[src/rtl/out_fm_store_filter_pkg.sv]
// Shared definitions for the out_fm store filter.
// Holds the default tile dimensions, the FSM state encoding and the
// element-count helper used to size the per-tile pop budget.
package out_fm_store_filter_pkg;

  localparam int TM_DEF = 16;
  localparam int TR_DEF = 64;
  localparam int TC_DEF = 16;

  typedef enum logic [1:0] {
    IDLE  = 2'd0,
    RUN   = 2'd1,
    DRAIN = 2'd2,
    DONE  = 2'd3
  } state_t;

  // Number of elements in one tile (every one of them is popped).
  function automatic int elem_count(input int tm, input int tr, input int tc);
    return tm * tr * tc;
  endfunction

endpackage

[src/rtl/out_fm_store_filter_nest3_counter.sv]
// Three-level nested tile counter: tc innermost, then tr, then tm.
// Ports:
//   clk, rst   clock, async active-high reset
//   ena        advance by one element
//   clean      synchronous clear to (0,0,0)
//   tc/tr/tm   current coordinates inside the tile
//   done       coordinates are at the last element of the tile
module out_fm_store_filter_nest3_counter #(
  parameter int CW  = 16,
  parameter int N_C = 16,
  parameter int N_R = 64,
  parameter int N_M = 16
) (
  input  logic          clk,
  input  logic          rst,
  input  logic          ena,
  input  logic          clean,
  output logic [CW-1:0] tc,
  output logic [CW-1:0] tr,
  output logic [CW-1:0] tm,
  output logic          done
);

  logic tc_w, tr_w, tm_w;

  assign tc_w = (tc == CW'(N_C - 1));
  assign tr_w = (tr == CW'(N_R - 1));
  assign tm_w = (tm == CW'(N_M - 1));
  assign done = tc_w && tr_w && tm_w;

  always_ff @(posedge clk or posedge rst) begin
    if (rst) begin
      tc <= '0;
      tr <= '0;
      tm <= '0;
    end else if (clean) begin
      tc <= '0;
      tr <= '0;
      tm <= '0;
    end else if (ena) begin
      if (!tc_w) begin
        tc <= tc + 1'b1;
      end else begin
        tc <= '0;
        if (!tr_w) begin
          tr <= tr + 1'b1;
        end else begin
          tr <= '0;
          tm <= tm_w ? '0 : tm + 1'b1;
        end
      end
    end
  end

endmodule

[src/rtl/out_fm_store_filter.sv]
// Store-path tile filter: pops one Tm x Tr x Tc out_fm tile from the tile
// FIFO, computes the linear word address of each element in the full
// M x R x C array, writes the in-bounds elements and drops the padding.
// Ports:
//   clk, rst                 clock, async active-high reset
//   start                    one-cycle pulse, begin a tile (IDLE only)
//   tile_base_m/r/c          tile origin, sampled on start
//   fifo_empty, fifo_pop     tile FIFO handshake
//   data_from_fifo           FIFO data, valid the cycle after fifo_pop
//   wr_valid/ready/addr/data memory-write request
//   busy                     tile in progress
//   done                     one-cycle pulse after the last element leaves
module out_fm_store_filter
  import out_fm_store_filter_pkg::*;
#(
  parameter int AW = 32,
  parameter int CW = 16,
  parameter int DW = 32,
  parameter int M  = 32,
  parameter int R  = 64,
  parameter int C  = 32,
  parameter int Tm = TM_DEF,
  parameter int Tr = TR_DEF,
  parameter int Tc = TC_DEF
) (
  input  logic          clk,
  input  logic          rst,
  input  logic          start,
  input  logic [CW-1:0] tile_base_m,
  input  logic [CW-1:0] tile_base_r,
  input  logic [CW-1:0] tile_base_c,
  input  logic          fifo_empty,
  output logic          fifo_pop,
  input  logic [DW-1:0] data_from_fifo,
  output logic          wr_valid,
  input  logic          wr_ready,
  output logic [AW-1:0] wr_addr,
  output logic [DW-1:0] wr_data,
  output logic          busy,
  output logic          done
);

  localparam int N_ELEM = elem_count(Tm, Tr, Tc);
  localparam int PW     = $clog2(N_ELEM + 1);

  state_t st, st_n;

  logic [CW-1:0] bm, br, bc;
  logic [PW-1:0] pops_left;
  logic [CW-1:0] tc, tr, tm;
  logic          cnt_last;
  logic          start_ok;

  // element popped last cycle, waiting for its FIFO data
  logic          inf_v, inf_legal;
  logic [AW-1:0] inf_addr;

  // 2-entry buffer
  logic [1:0]           b_legal;
  logic [1:0][AW-1:0]   b_addr;
  logic [1:0][DW-1:0]   b_data;
  logic                 rd_ptr, wr_ptr;
  logic [1:0]           cnt;

  logic          head_legal, leave;
  logic [1:0]    occ_after;
  logic          legal_now;
  logic [AW-1:0] addr_now;

  assign start_ok = (st == IDLE) && start;

  out_fm_store_filter_nest3_counter #(
    .CW(CW), .N_C(Tc), .N_R(Tr), .N_M(Tm)
  ) u_cnt (
    .clk  (clk),
    .rst  (rst),
    .ena  (fifo_pop),
    .clean(start_ok),
    .tc   (tc),
    .tr   (tr),
    .tm   (tm),
    .done (cnt_last)
  );

  assign legal_now = (bm + tm < CW'(M)) && (br + tr < CW'(R)) && (bc + tc < CW'(C));
  assign addr_now  = ((AW'(bm) + AW'(tm)) * AW'(R) + (AW'(br) + AW'(tr))) * AW'(C)
                   + (AW'(bc) + AW'(tc));

  assign head_legal = b_legal[rd_ptr];
  // head leaves this cycle: padding is dropped unconditionally,
  // a real write leaves on handshake
  assign leave      = (cnt != 2'd0) && (!head_legal || wr_ready);
  // slots still taken after this cycle's departure; counting the leaving
  // head as free is what allows one element per cycle
  assign occ_after  = {1'b0, inf_v} + cnt - {1'b0, leave};

  assign fifo_pop = (st == RUN) && !fifo_empty && (pops_left != '0)
                  && (cnt != 2'd2) && (occ_after < 2'd2);

  assign wr_valid = (cnt != 2'd0) && head_legal;
  assign wr_addr  = b_addr[rd_ptr];
  assign wr_data  = b_data[rd_ptr];
  assign busy     = (st == RUN) || (st == DRAIN);
  assign done     = (st == DONE);

  always_comb begin
    st_n = st;
    case (st)
      IDLE:  if (start) st_n = RUN;
      RUN:   if (fifo_pop && cnt_last) st_n = DRAIN;
      // leave one cycle early so done lands right after the last departure
      DRAIN: if (!inf_v && (cnt == 2'd0 || (cnt == 2'd1 && leave))) st_n = DONE;
      DONE:  st_n = IDLE;
      default: st_n = IDLE;
    endcase
  end

  always_ff @(posedge clk or posedge rst) begin
    if (rst) begin
      st        <= IDLE;
      bm        <= '0;
      br        <= '0;
      bc        <= '0;
      pops_left <= '0;
      inf_v     <= 1'b0;
      inf_legal <= 1'b0;
      inf_addr  <= '0;
      b_legal   <= '0;
      b_addr    <= '0;
      b_data    <= '0;
      rd_ptr    <= 1'b0;
      wr_ptr    <= 1'b0;
      cnt       <= '0;
    end else begin
      st <= st_n;
      if (start_ok) begin
        bm        <= tile_base_m;
        br        <= tile_base_r;
        bc        <= tile_base_c;
        pops_left <= PW'(N_ELEM);
      end else if (fifo_pop) begin
        pops_left <= pops_left - 1'b1;
      end
      inf_v <= fifo_pop;
      if (fifo_pop) begin
        inf_legal <= legal_now;
        inf_addr  <= addr_now;
      end
      if (inf_v) begin
        b_legal[wr_ptr] <= inf_legal;
        b_addr[wr_ptr]  <= inf_addr;
        b_data[wr_ptr]  <= data_from_fifo;
        wr_ptr          <= ~wr_ptr;
      end
      if (leave) rd_ptr <= ~rd_ptr;
      cnt <= cnt + {1'b0, inf_v} - {1'b0, leave};
    end
  end

endmodule

[config.mk]
export PLATFORM = sky130hd
export DESIGN_NAME = out_fm_store_filter
export DESIGN_NICKNAME = d
export VERILOG_FILES = /design/src/rtl/out_fm_store_filter_pkg.sv /design/src/rtl/out_fm_store_filter_nest3_counter.sv /design/src/rtl/out_fm_store_filter.sv
export SDC_FILE = /design/constraint.sdc
export NUM_CORES = 1
export LEC_CHECK = 0
export BUFFER_PORTS_ARGS = -buffer_cell sky130_fd_sc_hd__buf_2
export CORE_ASPECT_RATIO = 1.2
export CORE_UTILIZATION = 45
export CTS_BUF_LIST = sky130_fd_sc_hd__clkbuf_4 sky130_fd_sc_hd__clkbuf_8 sky130_fd_sc_hd__clkbuf_16
export DETAILED_ROUTE_END_ITERATION = 16
export RECOVER_POWER = 25
export SYNTH_ARGS = -nofsm -noshare
export SYNTH_HDL_FRONTEND = slang
export SYNTH_HIERARCHICAL = 1
export SYNTH_SLANG_ARGS = --single-unit
[constraint.sdc]
create_clock -name clk -period 7.6 [get_ports clk]
set_input_delay 0.76 -clock clk [delete_from_list [all_inputs] [get_ports clk]]
set_output_delay 0.76 -clock clk [all_outputs]
set_load 0.01 [all_outputs]
==> results_dict.tcl <==
set metrics [dict create \
    layout-drive-gt1-share_pct 27.0 \
    yosys_warnings 6 \
    area_delta_synth_final_pct 13.1 \
    gp_congestion 0.895 \
    grtUsageTotal_pct 21.5 \
    yosysSeqAreaShare_pct 41.3 \
    async_reset_ff_share_pct 100 \
    ant_nets 0 \
    fin_crit_sh_pct 74.5 \
    vdd_drop_max_v 0.000217 \
    fmax_ghz 0.177 \
    cts_buffer_depth 3 \
    clock-root-buffer "clkbuf_16" \
    nets 1919 \
    synth_edf_count 0 \
    arrival_ns 6.11 \
    start_util_pct 46.0 \
    hold_viol_final 0 \
    wl_um 40000 \
    wl_met3_um 1880 \
    synth_top_area_share_pct 41.3 \
    worstPathRequired_ns 8.05 \
    cts.clk_slew.worst_paths_ns 0.07 \
    min_from "tile_base_c[12]" \
    reg2reg_depth 21 \
    post-cts-setup-buffers 0 \
    syn_area_um2 16700 \
    vias 12300 \
    cp-startpoint "u_cnt/tm[1]" \
    port_buffers 150 \
    rsz0062_at_grt "false" \
    clock_sinks 275 \
    grt_max_degree 103 \
    reg2reg_from "u_cnt/tm[1]" \
    place_hpwl_um 29500 \
    cts_buffers 28 \
    antenna_found_initial 0 \
    critPathCaptureType "register" \
    overflow 0 \
    cts_max_level 1 \
    finalHoldWorstSlack_ns 0.409 \
    placement_rows 76 \
    ys_seq_elements 275 \
    cts_tree "yes" \
    core_area_um2 36200 \
    synth_ff_type "dfrtp_1" \
    synth_cell_types 82 \
    final.setup.tns_ns 0 \
    wl_met1_um 17800 \
    synthTopCellsByCount "dfrtp_1, mux2_2, o21ai_0" \
    yosysMostFrequentCell "dfrtp_1" \
    die-width_um 178 \
    crit_type "register to register" \
    violations "max-capacitance violations, max-slew violations" \
    cts_hold_buf 0 \
    drtIter0Drc 594 \
    slew-limit-headroom_pct -217 \
    holdPathStages 3 \
    wl_per_cell_um 18.2 \
    highest_layer "met4" \
    setup_viol 0 \
    worst_pin_slew_ns 4.73 \
    power_density_nw_per_um2 178 \
    synthCells 1575 \
    dieArea_um2 37800 \
    drv_cap 3 \
    drc_errors 0 \
    min_path_type "input port to register" \
    synth_top_area_cell "dfrtp_1" \
    grt_first_pass_wirelength_um 64500 \
    ctsResizeCount 0 \
    die_h_um 213 \
    firstDrtPassIters 5 \
    io_pins 153 \
    ff2ff_setup_slack_ns 1.94 \
    crit_fanout 9 \
    clkLatencyLatePin_ns 0.56 \
    avgSynthCellArea_um2 10.6 \
    start_kind "register" \
    finClkSkew_ns 0.0196 \
    viasPerCell 5.61 \
    wl_met2_um 19200 \
    status "finished with violations" \
    fin_crit_ns 5.66 \
    first_global_vias 12300 \
    synthTopCellsByArea "dfrtp_1, mux2_2, ha_1" \
    leakagePower_nw 9.10 \
    drv_slew 216 \
    diodes 0 \
]
placed cells by master, fill, tap and decap left out, types with 6 or more instances in the layout:
| cell | synthesis | final |
|---|---|---|
| a211oi_1 | 12 | 12 |
| a21o_1 | 21 | 21 |
| a21oi_1 | 71 | 71 |
| a31oi_1 | 11 | 11 |
| and3_1 | 14 | 14 |
| buf_2 | 5 | 149 |
| buf_4 | 6 | 10 |
| clkbuf_16 | 0 | 28 |
| clkinv_2 | 0 | 7 |
| dfrtp_1 | 275 | 274 |
| fa_1 | 33 | 33 |
| ha_1 | 91 | 91 |
| inv_1 | 87 | 85 |
| mux2_2 | 226 | 226 |
| mux2i_1 | 9 | 9 |
| nand2_1 | 98 | 98 |
| nand2b_1 | 10 | 9 |
| nand3_1 | 36 | 36 |
| nand4_1 | 21 | 21 |
| nor2_1 | 94 | 94 |
| nor2b_1 | 9 | 9 |
| nor3_1 | 29 | 29 |
| nor4_1 | 23 | 23 |
| o21a_1 | 7 | 7 |
| o21ai_0 | 112 | 112 |
| o21bai_1 | 10 | 10 |
| o31ai_1 | 11 | 11 |
| or2_2 | 6 | 6 |
| or3_1 | 11 | 11 |
| or4_1 | 7 | 7 |
| xnor2_1 | 50 | 50 |
| xor2_1 | 35 | 35 |
kinds of logic (layout without fill, tap and decap cells):
family	count (synthesis)	after routing	share of synthesized area [%]
buffers and inverters	145	300	3.44
other	1	2	0.0225
muxes	235	235	15.8
xor gates and xnor gates	85	85	4.46
DFF	275	275	41.3
adders and majority gates	124	124	10.8
and+or+nand+nor	394	394	12.2
AOI/OAI and AO/OA	316	316	12.0
sequential cells by signal, indices dropped and copies added, names as in the netlist:
name / flops
u_cnt/tc: 16
wr_ptr: 1
bm: 16
st: 2
rd_ptr: 1
pops_left: 15
u_cnt/tm: 16
b_data: 64
cnt: 2
b_addr: 60
b_legal: 2
inf_v: 1
bc: 16
u_cnt/tr: 16
br: 16
inf_legal: 1
inf_addr: 30
layout make-up:
cell class              count  area, um2
clock buffers              36        786
clock inverters            15        194
fillers                  3330      17400
inverters                  87        328
multi-input cells        1156       9250
flip-flops and latches    275       6880
well taps                 468        586
repair buffers            162        832
stage by stage:
step	power (W)	utilization (%)	worst slack [ns]	area, um2	cells
finish	0.00335	52.1	1.94	18900	2199
detailed placement	0.00191	49.4	1.95	17900	2148
global placement	0.00190	49.4	2.09	17900	2148
floorplan	0.00178	-	0.620	16700	1576
global route	0.00349	52.1	1.54	18900	2199
CTS	0.00338	52.1	1.93	18900	2199
metal layers:
| metal | vias to the layer above | global-route usage [%] |
|---|---|---|
| met4 | 0 | 7.49 |
| met1 | 6065 | 28.3 |
| met5 | - | 0 |
| li1 | 5930 | - |
| met3 | 67 | 2.78 |
| met2 | 278 | 36.4 |
path summary, 6_finish.rpt:
check | end
min in group asynchronous | u_cnt/tm[9]
setup / recovery | inf_addr[27]
setup reg to reg | inf_addr[27]
max in group asynchronous | rd_ptr
hold / removal | bc[12]
hold reg to reg | wr_ptr
report_power, final:
group | switching (W) | internal [W] | total, W
combinational | 0.000192 | 0.000191 | 0.000383
clock | 0.000594 | 0.000866 | 0.00146
sequential | 0.0000160 | 0.00149 | 0.00151
worst max-delay path, stage by stage (launching register included):
cell       delay [ns]
dfrtp_1          0.49
ha_1             0.34
a211oi_1         0.25
nor2_1           0.10
a21oi_1          0.20
fa_1             0.45
ha_1             0.38
nand3_1          0.16
or3_1            0.35
nor2b_1          0.15
xnor2_1          0.20
fa_1             0.45
ha_1             0.37
nand2_1          0.10
nor2_1           0.22
a2bb2oi_1        0.11
a311o_1          0.38
nor3_2           0.28
and2_1           0.22
and3_1           0.18
a211o_1          0.13
nand3_1          0.06
Power figures use the tool's default switching activity.
